==> src/rtl/term_pkg.sv <==
// Shared character constants and sequencer state encoding for the serial terminal.
package term_pkg;

  localparam logic [7:0] CH_LF       = 8'h0A;
  localparam logic [7:0] CH_FF       = 8'h0C;
  localparam logic [7:0] CH_SPACE    = 8'h20;
  localparam logic [7:0] CH_PRINT_LO = 8'h20;
  localparam logic [7:0] CH_PRINT_HI = 8'h7E;

  typedef enum logic [2:0] {
    CLR_HOME,
    CLR,
    FIN_HOME,
    IDLE,
    WRITE,
    NL
  } state_e;

endpackage

==> src/rtl/term_ctrl_if.sv <==
// Byte stream handshake from the serial receiver into the terminal sequencer.
interface term_ctrl_if;

  logic [7:0] i_data;
  logic       i_valid;
  logic       o_ready;

  modport master (output i_data, output i_valid, input  o_ready);
  modport slave  (input  i_data, input  i_valid, output o_ready);

endinterface

==> src/rtl/char_class.sv <==
// Combinational classifier: printable ASCII, line feed or form feed.
module char_class
  import term_pkg::*;
(
  input  logic [7:0] i_byte,
  output logic       o_is_print,
  output logic       o_is_lf,
  output logic       o_is_ff
);

  assign o_is_print = (i_byte >= CH_PRINT_LO) && (i_byte <= CH_PRINT_HI);
  assign o_is_lf    = (i_byte == CH_LF);
  assign o_is_ff    = (i_byte == CH_FF);

endmodule

==> src/rtl/term_ctrl.sv <==
// Terminal command sequencer: writes characters at the cursor and sweeps for newline/clear.
// Build macro TERM_CTRL_NL_ERASE_EN: newline also blanks from the cursor to end of line.
module term_ctrl
  import term_pkg::*;
#(
  parameter int last_col = 59,
  parameter int last_row = 16,
  parameter int ROW_W    = 5,
  parameter int COL_W    = 6
) (
  input  logic                   i_clk,
  input  logic                   i_rst,
  term_ctrl_if.slave             s_byte,
  input  logic [ROW_W-1:0]       i_row,
  input  logic [COL_W-1:0]       i_col,
  output logic                   o_cmd_home,
  output logic                   o_cmd_advance,
  output logic                   o_we,
  output logic [ROW_W+COL_W-1:0] o_addr,
  output logic [7:0]             o_wdata,
  output logic                   o_busy
);

  state_e     r_state;
  logic [7:0] r_byte;

  logic w_is_print;
  logic w_is_lf;
  logic w_is_ff;
  logic w_hs;
  logic w_last_col;
  logic w_last_cell;
  logic w_ready;

  char_class u_char_class (
    .i_byte     (s_byte.i_data),
    .o_is_print (w_is_print),
    .o_is_lf    (w_is_lf),
    .o_is_ff    (w_is_ff)
  );

  assign w_hs        = s_byte.i_valid && (r_state == IDLE);
  assign w_last_col  = (i_col == COL_W'(last_col));
  assign w_last_cell = w_last_col && (i_row == ROW_W'(last_row));

  // NOTE: state is updated with non-blocking assignments so every reader sees the pre-edge value.
  always_ff @(posedge i_clk or posedge i_rst) begin
    if (i_rst) begin
      r_state <= CLR_HOME;
      r_byte  <= '0;
    end else begin
      case (r_state)
        CLR_HOME: r_state <= CLR;
        CLR:      if (w_last_cell) r_state <= FIN_HOME;
        FIN_HOME: r_state <= IDLE;
        IDLE: begin
          if (w_hs) begin
            r_byte <= s_byte.i_data;
            if (w_is_print)   r_state <= WRITE;
            else if (w_is_lf) r_state <= NL;
            else if (w_is_ff) r_state <= CLR_HOME;
          end
        end
        WRITE:    r_state <= IDLE;
        NL:       if (w_last_col) r_state <= IDLE;
        default:  r_state <= CLR_HOME;
      endcase
    end
  end

  // NOTE: every output gets a default first so the decode below cannot infer a latch.
  always_comb begin
    o_cmd_home    = 1'b0;
    o_cmd_advance = 1'b0;
    o_we          = 1'b0;
    o_wdata       = 8'h00;
    w_ready       = 1'b0;
    case (r_state)
      CLR_HOME, FIN_HOME: o_cmd_home = 1'b1;
      CLR: begin
        o_we          = 1'b1;
        o_wdata       = CH_SPACE;
        // The final cell is written in place; FIN_HOME repositions the cursor.
        o_cmd_advance = !w_last_cell;
      end
      IDLE: w_ready = 1'b1;
      WRITE: begin
        o_we          = 1'b1;
        o_wdata       = r_byte;
        o_cmd_advance = 1'b1;
      end
      NL: begin
        o_cmd_advance = 1'b1;
`ifdef TERM_CTRL_NL_ERASE_EN
        o_we          = 1'b1;
        o_wdata       = CH_SPACE;
`else
        o_we          = 1'b0;
`endif
      end
      default: ;
    endcase
  end

  assign s_byte.o_ready = w_ready;
  assign o_addr         = {i_row, i_col};
  assign o_busy         = (r_state != IDLE);

endmodule

==> src/flat_wrapper.sv <==
// flat-port wrapper written by rule: the top's interface ports become plain ports
module term_ctrl_flat import term_pkg::*;
#(
  parameter int last_col = 59,
  parameter int last_row = 16,
  parameter int ROW_W    = 5,
  parameter int COL_W    = 6
)
  (i_clk, i_rst, i_row, i_col, o_cmd_home, o_cmd_advance, o_we, o_addr, o_wdata, o_busy, s_byte_i_data, s_byte_i_valid, s_byte_o_ready);
  term_ctrl_if s_byte_i ();
  input  logic i_clk;
  input  logic i_rst;
  input  logic [ROW_W-1:0] i_row;
  input  logic [COL_W-1:0] i_col;
  output logic o_cmd_home;
  output logic o_cmd_advance;
  output logic o_we;
  output logic [ROW_W+COL_W-1:0] o_addr;
  output logic [7:0] o_wdata;
  output logic o_busy;
  input wire logic [$bits(s_byte_i.i_data)-1:0] s_byte_i_data;
  input wire logic [$bits(s_byte_i.i_valid)-1:0] s_byte_i_valid;
  output wire logic [$bits(s_byte_i.o_ready)-1:0] s_byte_o_ready;
  assign s_byte_i.i_data = s_byte_i_data;
  assign s_byte_i.i_valid = s_byte_i_valid;
  assign s_byte_o_ready = s_byte_i.o_ready;
  term_ctrl #(.last_col(last_col), .last_row(last_row), .ROW_W(ROW_W), .COL_W(COL_W)) u_core (.i_clk(i_clk), .i_rst(i_rst), .s_byte(s_byte_i), .i_row(i_row), .i_col(i_col), .o_cmd_home(o_cmd_home), .o_cmd_advance(o_cmd_advance), .o_we(o_we), .o_addr(o_addr), .o_wdata(o_wdata), .o_busy(o_busy));
endmodule
==> config.mk <==
export PLATFORM = sky130hd
export DESIGN_NAME = term_ctrl_flat
export DESIGN_NICKNAME = d
export VERILOG_FILES = /design/src/rtl/term_pkg.sv /design/src/rtl/term_ctrl_if.sv /design/src/rtl/char_class.sv /design/src/rtl/term_ctrl.sv /design/src/flat_wrapper.sv
export SDC_FILE = /design/constraint.sdc
export NUM_CORES = 1
export LEC_CHECK = 0
export BUFFER_PORTS_ARGS = -buffer_cell sky130_fd_sc_hd__buf_2
export CAP_MARGIN = 40
export CORE_MARGIN = 5
export CORE_UTILIZATION = 35
export DETAILED_ROUTE_END_ITERATION = 6
export PLACE_DENSITY = 0.74
export SLEW_MARGIN = 20
export SYNTH_ARGS = -nofsm -noshare
export SYNTH_HDL_FRONTEND = slang
export SYNTH_SLANG_ARGS = --single-unit
==> constraint.sdc <==
create_clock -name i_clk -period 1.7 [get_ports i_clk]
set_input_delay 0 -clock i_clk [delete_from_list [all_inputs] [get_ports i_clk]]
set_output_delay 0 -clock i_clk [all_outputs]
set_load 0.005 [all_outputs]
==> out/results.tsv <==
stage	metric	value	unit
floorplan	die_w	58.7	um
clocking	cts_root_buffer	clkbuf_4	
final_layout	multiInputGateArea	419	sq um
power_and_ir_drop	vdd_drop_max	0.455	mV
setup_path	required	1.70	ns
global_route	antenna_found_initial	0	
global_route	overflow	0	
floorplan	initial_core_util	0.371	
timing	fin_hold_ws	0.00204	ns
timing	skew	0.000592	ns
logic_synthesis	yosysUniqueCellTypes	27	
timing	drv_slew	0	
power_and_ir_drop	power_frac_clock	0.178	
clocking	cts.sinks	11	
route	drtPass1Iterations	3	
power_and_ir_drop	combPwrFrac	0.372	
run_status	status	finished clean	
placed_design	port_buffers	45	
floorplan	die_y	58.7	um
logic_synthesis	synth_async_sr_flop_share	1.00	
logic_synthesis	synth_nets	104	
setup_path	cp-end-kind	primary output	
final_layout	area_delta_synth_final	24.3	%
final_layout	drive_above_1_share	0.508	
clocking	cts_resized	0	
timing	final.setup.tns	0	ns
setup_path	cp.arrival	1.44	ns
logic_synthesis	syn_area	830	sq um
floorplan	io_pins	46	
route	wl_per_cell	13.1	um
placed_design	hpwl	1560	um
floorplan	core	0.00223	sq mm
global_route	grt_pass1_wl	3020	um
flow_run	cap_violations	0	
final_layout	fin_nets	143	
global_route	grt_usage	0.115	
clocking	htreeDepth	1	
clocking	ctsHoldBuffers	2	
timing	relSlewSlack	0.709	
clocking	post_cts_buffers	0	
setup_path	crit_path_start_kind	flop	
floorplan	row_count	17	
clocking	cts_buffers	3	
timing	setup_viol	0	
power_and_ir_drop	p_per_area	978	mW/mm^2
route	vias_per_cell	4.85	
power_and_ir_drop	internal-power	0.000700	W
clocking	clock_latency	0.27	ns
clocking	tritoncts	built	
min_path	worst_hold_path_type	input pin to flop	
logic_synthesis	yosysWarnings	0	
logic_synthesis	synthCells	82	
power_and_ir_drop	p_switching	0.000309	W
route	num_vias	718	
final_layout	n_antenna_cell	0	
route	totalWireLength	1940	um
global_route	grt_max_degree	12	
logic_synthesis	seq_area_frac_synth	0.332	
setup_path	crit_fanout	8	
clocking	clk_pin_slew	0.07	ns
placed_design	place_congestion	0.800	
power_and_ir_drop	switching_share	0.306	
timing	finalHoldViolations	0	
route	ant_nets	0	
power_and_ir_drop	seqPwrFrac	0.450	
timing	fin_crit_sh	0.845	
timing	rsz0062_at_grt	false	
final_layout	nFillCells	232	
final_layout	seq_area	275	sq um
route	drc	0	
floorplan	die_area	0.00344	sq mm
logic_synthesis	synth-seq-cells	11	
setup_path	r2r_slack	0.28	ns
logic_synthesis	synth-edff-count	0	
logic_synthesis	synth_ff_type	dfrtp_1	
power_and_ir_drop	leakagePower	0.548	nW
logic_synthesis	syn_avg_cell_area	10.1	sq um
global_route	grt_pass1_vias	674	
setup_path	crit_type	flop to primary output	
timing	worst_pin_slew	0.436	ns
timing	period_needed	1.44	ns
clocking	clockBufferDepth	2	
timing	fmax	696	MHz
route	drtIter0Drc	4	
[cell usage in the layout (no fill, tap or decap), types with 3 or more instances in the layout]
cell type	count
buf_2	45
inv_1	6
clkbuf_4	3
nand2_1	3
nand3_1	4
dfrtp_1	11
and2_1	7
a21oi_1	4
o21ai_0	3
mux2_4	8
[layout make-up]
cell class	count	area share
clock buffers	4	0.0255
inverters	6	0.0218
multi-input cells	51	0.407
flip-flops and latches	11	0.267
well taps	28	0.0340
repair buffers	48	0.245
[critical path, stage by stage (launching register included)]
cell and delay (ns):
dfrtp_1 0.48, inv_1 0.14, nor3_1 0.15, buf_4 0.17
and2_1 0.12, buf_2 0.10
[synthesized netlist by cell type, types with 2 or more instances]
cell type	instances	share of area
nand3_1	4	0.024
inv_1	6	0.027
o21a_1	2	0.018
o21ai_0	3	0.018
mux2_4	8	0.14
dfrtp_1	11	0.33
buf_6	2	0.027
a21oi_1	4	0.024
nand4_1	2	0.015
nor3_1	2	0.012
nand2_1	3	0.014
buf_4	12	0.11
and2_1	7	0.053
nor2_1	2	0.0091
xor2_1	2	0.021
[stage by stage]
| step | power [W] | util | std cells | area (sq um) | worst slack (ns) |
|---|---|---|---|---|---|
| after global routing | 0.00108 | 0.462 | 148 | 1030 | 0.156 |
| after floorplan | 0.000744 | - | 82 | 830 | 0.393 |
| final | 0.00101 | 0.462 | 148 | 1030 | 0.263 |
| after CTS | 0.00102 | 0.462 | 148 | 1030 | 0.261 |
| after detailed placement | 0.000832 | 0.441 | 142 | 985 | 0.284 |
| after global placement | 0.000814 | 0.441 | 142 | 985 | 0.324 |
[sequential cells by signal, summed over array words and instances, names as in the netlist]
signal / count
u_core.r_state: 3
u_core.r_byte: 8
[layer usage]
metal,vias up,GRT usage,part of all wire
met3,4,0.0351,0.12
li1,352,-,-
met2,40,0.180,0.42
met5,-,0,0
met4,0,0.0583,0.020
met1,322,0.142,0.44
[power groups by stage]
stage	Combinational (W)	Clock (W)	Sequential [W]
after detailed placement	0.000372	0	0.000460
after CTS	0.000378	0.000186	0.000456
after global routing	0.000417	0.000190	0.000474
after floorplan	0.000330	0	0.000414
after global placement	0.000361	0	0.000453
final	0.000375	0.000180	0.000454
[final timing paths]
path,startpoint,endpoint,depth (start not counted)
setup / recovery,u_core.r_state[2],o_wdata[0],5
hold / removal,s_byte_i_data[4],u_core.r_byte[4],2
setup reg to reg,u_core.r_state[2],u_core.r_byte[5],3
hold reg to reg,u_core.r_byte[1],u_core.r_byte[1],1
max in group asynchronous,i_rst,u_core.r_byte[1],3
min in group asynchronous,i_rst,u_core.r_byte[7],3
[cells by family after synthesis]
kind of cell,Yosys count,synth area share
multiplexers,8,0.145
buffers and inverters,20,0.163
AND/OR/NAND/NOR,27,0.226
AO/OA/AOI/OAI,14,0.113
XOR/XNOR,2,0.0211
flip-flops,11,0.332
Power figures use the tool's default switching activity.
